File: config.mk
export PLATFORM = sky130hd
export DESIGN_NAME = gray_control
export DESIGN_NICKNAME = d
export VERILOG_FILES = /design/src/rtl/gray_control.sv
export SDC_FILE = /design/constraint.sdc
export NUM_CORES = 1
export LEC_CHECK = 0
export CAP_MARGIN = 0
export CORE_ASPECT_RATIO = 1.75
export CORE_UTILIZATION = 30
export CTS_BUF_LIST = sky130_fd_sc_hd__clkbuf_16
export CTS_CLUSTER_DIAMETER = 120
export DETAILED_ROUTE_END_ITERATION = 7
export SYNTH_ARGS = -nofsm -noshare
export SYNTH_HDL_FRONTEND = slang
export SYNTH_SLANG_ARGS = --single-unit
File: constraint.sdc
create_clock -name gray_clk -period 1.63 [get_ports gray_clk]
set_input_delay 0.2445 -clock gray_clk [delete_from_list [all_inputs] [get_ports gray_clk]]
set_output_delay 0.2445 -clock gray_clk [all_outputs]
set_load 0.02 [all_outputs]
File: src/rtl/gray_control.sv
// gray_control: converts RGB555 capture pixels to 5-bit luma and writes {Y,Y,Y} to the gray buffer.
//
// Ports:
//   gray_clk        stage clock, forwarded to both buffers as read_clk / write_clk
//   reset_n         asynchronous active-low reset
//   ack_read        capture-buffer grant      rq_read   capture-buffer request
//   reading         rq_read & ack_read        read_addr capture-buffer address
//   input_px_rgb    R[14:10] G[9:5] B[4:0], valid one cycle after read_addr
//   ack_write       gray-buffer grant         rq_write  gray-buffer request
//   writing         rq_write & ack_write      write_en  gray-buffer write strobe
//   output_px_gray  {Y,Y,Y}                   write_addr gray-buffer address
//   enable_mem      high while the stage owns both buffers
//   frame_done      one-cycle pulse when a frame completes
//   peak_luma       maximum Y of the last completed frame
//
// Optional feature macro: GRAY_PEAK_EN enables per-frame peak luma tracking;
// without it peak_luma is tied to 0.
module gray_control #(
  parameter int DEPTH     = 76800,
  parameter int ADDR_BITS = $clog2(DEPTH)
) (
  input  logic                 gray_clk,
  input  logic                 reset_n,
  input  logic                 ack_read,
  output logic                 rq_read,
  output logic                 reading,
  input  logic [14:0]          input_px_rgb,
  output logic [ADDR_BITS-1:0] read_addr,
  output logic                 read_clk,
  input  logic                 ack_write,
  output logic                 rq_write,
  output logic                 writing,
  output logic [14:0]          output_px_gray,
  output logic [ADDR_BITS-1:0] write_addr,
  output logic                 write_en,
  output logic                 write_clk,
  output logic                 enable_mem,
  output logic                 frame_done,
  output logic [4:0]           peak_luma
);
  typedef enum logic [2:0] {IDLE, REQUEST, PROCESS, FLUSH, DONE} state_t;
  localparam logic [ADDR_BITS-1:0] LAST = ADDR_BITS'(DEPTH - 1);
  state_t state, state_nx;
  logic flush_cnt;
  logic rd_valid;
  logic [ADDR_BITS-1:0] rd_addr;
  logic granted, active, abort;
  logic [12:0] sum;
  logic [4:0] luma;
  assign granted   = ack_read & ack_write;
  assign active    = (state == PROCESS) || (state == FLUSH);
  assign abort     = active && !granted;
  assign rq_read   = (state == REQUEST) || active;
  assign rq_write  = rq_read;
  assign reading   = rq_read & ack_read;
  assign writing   = rq_write & ack_write;
  assign frame_done = state == DONE;
  assign read_clk  = gray_clk;
  assign write_clk = gray_clk;
  // 77+150+29 = 256, so the sum never exceeds 31*256 and the top 5 bits are Y
  assign sum  = 13'd77 * 13'(input_px_rgb[14:10]) + 13'd150 * 13'(input_px_rgb[9:5]) + 13'd29 * 13'(input_px_rgb[4:0]);
  assign luma = sum[12:8];
  always_comb begin
    state_nx = state;
    case (state)
      IDLE:    state_nx = (!ack_read && !ack_write) ? REQUEST : IDLE;
      REQUEST: state_nx = granted ? PROCESS : REQUEST;
      PROCESS: state_nx = !granted ? IDLE : (read_addr == LAST) ? FLUSH : PROCESS;
      FLUSH:   state_nx = !granted ? IDLE : flush_cnt ? DONE : FLUSH;
      DONE:    state_nx = IDLE;
      default: state_nx = IDLE;
    endcase
  end
  always_ff @(posedge gray_clk or negedge reset_n) begin
    if (!reset_n) begin
      state          <= IDLE;
      flush_cnt      <= 1'b0;
      read_addr      <= '0;
      enable_mem     <= 1'b0;
      rd_valid       <= 1'b0;
      rd_addr        <= '0;
      write_en       <= 1'b0;
      write_addr     <= '0;
      output_px_gray <= '0;
    end else begin
      state      <= state_nx;
      flush_cnt  <= (state == FLUSH) && (state_nx == FLUSH);
      // read address holds at LAST through FLUSH and is zero everywhere outside a frame
      read_addr  <= (state == PROCESS && granted && read_addr != LAST) ? read_addr + ADDR_BITS'(1) :
                    (state_nx == FLUSH) ? read_addr : '0;
      enable_mem <= (state_nx == PROCESS) || (state_nx == FLUSH);
      rd_valid   <= (state == PROCESS) && granted;
      rd_addr    <= read_addr;
      write_en   <= rd_valid && !abort;
      write_addr <= abort ? '0 : rd_valid ? rd_addr : (state == DONE) ? '0 : write_addr;
      output_px_gray <= (rd_valid && !abort) ? {luma, luma, luma} : output_px_gray;
    end
  end
`ifdef GRAY_PEAK_EN
  logic [4:0] run_max;
  always_ff @(posedge gray_clk or negedge reset_n) begin
    if (!reset_n) begin
      run_max   <= '0;
      peak_luma <= '0;
    end else begin
      run_max   <= (abort || state == DONE) ? '0 :
                   (write_en && output_px_gray[4:0] > run_max) ? output_px_gray[4:0] : run_max;
      peak_luma <= (state == DONE) ? run_max : peak_luma;
    end
  end
`else
  assign peak_luma = '0;
`endif
endmodule

==> results.yml <==
place:
  dp_slack_ns: -3.54
  dp_hpwl_um: 9640
  port_buffers: 76
  dp_cells: 763
  place_congestion: 0.799
synthesis:
  synth_cell_types: 59
  yosysTopAreaCellShare_pct: 34.0
  ys_seq_elements: 63
  yosysWarnings: 0
  ys.flop_type: "dfrtp_1"
  seq_area_frac_synth_pct: 34.0
  synth_area_sq_um: 4640
  synth_area_leaders: "dfrtp_1, ha_1, fa_1, inv_1, a22o_1"
  syn_inst: 443
  synthArstFlopShare_pct: 100
  synth_edf_count: 0
  yosysTopAreaCell: "dfrtp_1"
  syn_avg_cell_area_sq_um: 10.5
final_layout:
  register_area_sq_um: 1590
  n_antenna_cell: 0
  layout_common_cells: "buf_4, inv_1, dlygate4sd2_1"
  area_growth_pct: 49.8
  layout_commonest_cell: "buf_4"
  fin_nets: 714
  drive_gt1_share_pct: 33.8
  layout.cells.non_filler: 799
  final_util_pct: 46.4
  fill_cells: 1426
  multi_input_area_sq_um: 2960
worst_setup_path:
  start_kind: "input pin"
  critPathKind: "in -> reg"
  arrival_ns: 4.55
  crit_fanout: 2
  slowest_stage: "fa_1"
  worst_ep_required_time_ns: 1.99
  crit_family: "adder cells"
  max_stage_delay_ns: 0.59
  path_buf_inv: 1
  worstPathCellList: "buf_6 > ha_4 > fa_1 > ha_4 > and3b_1 > or2_4 > xor2_2 > fa_1 > fa_2 > fa_1 > ha_4 > a211o_1 > o211ai_1 > a21oi_1 > a211o_1 > a31oi_1"
  cp-end-kind: "flop"
hold_path:
  min_path_type: "in -> async"
global_route:
  grt_pass1_wl_um: 20300
  grt_usage_pct: 16.6
  antenna_found_initial: 0
  globalRouteOverflowTotal: 0
  first_global_vias: 4273
  grt_max_degree: 64
timing:
  fin_ws_ns: -2.56
  worst_clock_skew_ns: 0.00751
  max_freq_mhz: 238
  setup_violations: 22
  hold_slack_ns: 0.327
  min_period_ns: 4.19
  hold_violations: 0
  tns_ns: -13.58
  min_period_over_period_pct: 257
  slew_viol_final: 0
  grt_setup_unrepaired: "true"
clock_network:
  clk_pin_slew_ns: 0.06
  clock_latency_ns: 0.45
  cts_tree: "built"
floorplan:
  die_w_um: 96.0
  start_util_pct: 31.0
  die_h_um: 167
  ioPinCount: 82
  core_region_area_sq_um: 15000
  rows: 59
  die_area_sq_um: 16000
pwr:
  leakage_nw: 3.66
  p_int_mw: 5.83
  vdd_drop_max_mv: 1.06
  clkPwrFrac_pct: 24.9
  p_seq_share_pct: 17.7
  combPwrFrac_pct: 57.4
  power.density_nw_per_um2: 1370
  sw_frac_of_total_pct: 39.0
  p_sw_mw: 3.73
routing:
  wl_per_cell_um: 15.5
  firstDrtPassIters: 4
  num_vias: 3843
  vias_per_cell: 4.81
  first_iter_violations: 74
  drc: 0
  wl_um: 12400
  drtAntennaViolNets: 0
outcome:
  violations: "negative setup slack"
  status: "complete, but fails checks"
job:
  maxCapViolCount: 0
Yosys cell counts, drive strengths merged, types with 2 or more instances:
| master | count |
|---|---|
| inv | 75 |
| xnor2 | 6 |
| and3 | 8 |
| o211ai | 5 |
| fa | 31 |
| o311ai | 2 |
| nand3 | 11 |
| ha | 53 |
| clkbuf | 5 |
| a211oi | 5 |
| nand4 | 9 |
| nand2b | 6 |
| mux2i | 8 |
| nor3 | 6 |
| buf | 22 |
| a31o | 2 |
| a22o | 17 |
| a21oi | 14 |
| or2 | 3 |
| xor2 | 3 |
| a31oi | 3 |
| o21ai | 12 |
| a21o | 5 |
| and4 | 4 |
| a211o | 4 |
| dfrtp | 63 |
| and2 | 4 |
| nand2 | 25 |
| nor2 | 15 |
kinds of logic after synthesis:
logic type | count (synthesis) | share of synthesized area (%)
buf+inv | 102 | 10.2
fa+ha+maj | 84 | 27.7
other cells | 1 | 0.0808
simple gates | 99 | 12.1
compound gates | 77 | 12.6
xor+xnor | 9 | 1.70
flops | 63 | 34.0
mux | 8 | 1.73
flip-flops by register name, summed over array words and instances (netlist names):
signal and cells:
flush_cnt 1, rd_addr 17, rd_valid 1, enable_mem 1, state 3, output_px_gray 5, write_en 1, write_addr 17
read_addr 17
power by group through the flow:
stage          Combinational [mW]  Sequential (mW)  Clock (mW)
5_1_grt                      6.13             1.71        2.49
4_1_cts                      5.23             1.70        2.43
2_1_floorplan                3.25             1.77       0.143
3_3_place_gp                 4.64             1.73       0.165
6_report                     5.48             1.69        2.38
3_5_place_dp                 4.83             1.74       0.165
tightest hold or removal path: stages:
cell and delay [ns]:
dlygate4sd3_1 0.51, buf_2 0.12, buf_12 0.29
worst paths after layout:
path                            startpoint           endpoint  slack (ns)  cells past startpoint
setup / recovery           input_px_rgb[9]  output_px_gray[9]       -2.56                     16
hold / removal                     reset_n     write_addr[11]        0.33                      3
setup reg to reg             read_addr[14]      read_addr[11]       -0.22                      6
hold reg to reg                rd_addr[12]     write_addr[12]        0.47                      1
max in group asynchronous          reset_n       read_addr[0]        0.99                      3
min in group gray_clk          rd_addr[12]     write_addr[12]        0.47                      1
layer usage:
| layer | GRT usage, % | up-vias | part of all wire [%] |
|---|---|---|---|
| li1 | - | 1825 | - |
| met2 | 32.0 | 83 | 58 |
| met5 | 0 | - | 0 |
| met3 | 2.60 | 23 | 3.0 |
| met1 | 16.4 | 1912 | 36 |
| met4 | 7.66 | 0 | 3.1 |
through the flow:
step / power, mW / area [sq um]
after detailed placement: 6.73 / 6230
after CTS: 9.36 / 6840
final: 9.56 / 6950
after floorplan: 5.17 / 4770
after global routing: 10.3 / 6950
after global placement: 6.54 / 6230
repair_timing:
action,4_1_cts,5_1_grt
hold buffers,1,0
setup endpoints to repair,97,47
resized for setup,163,21
buffers inserted,12,3
gates cloned,0,0
endpoints found under the hold margin,63,0
pin swaps,41,13
area by class of cell:
type                    instances  share of cell area (%)
multi-input cells             282                    42.5
clock inverters                 7                   0.720
well taps                     183                    3.29
clock buffers                  15                    4.95
inverters                      75                    4.08
repair buffers                174                    21.6
flip-flops and latches         63                    22.9
Note: power is estimated with default switching activity, not from simulation.
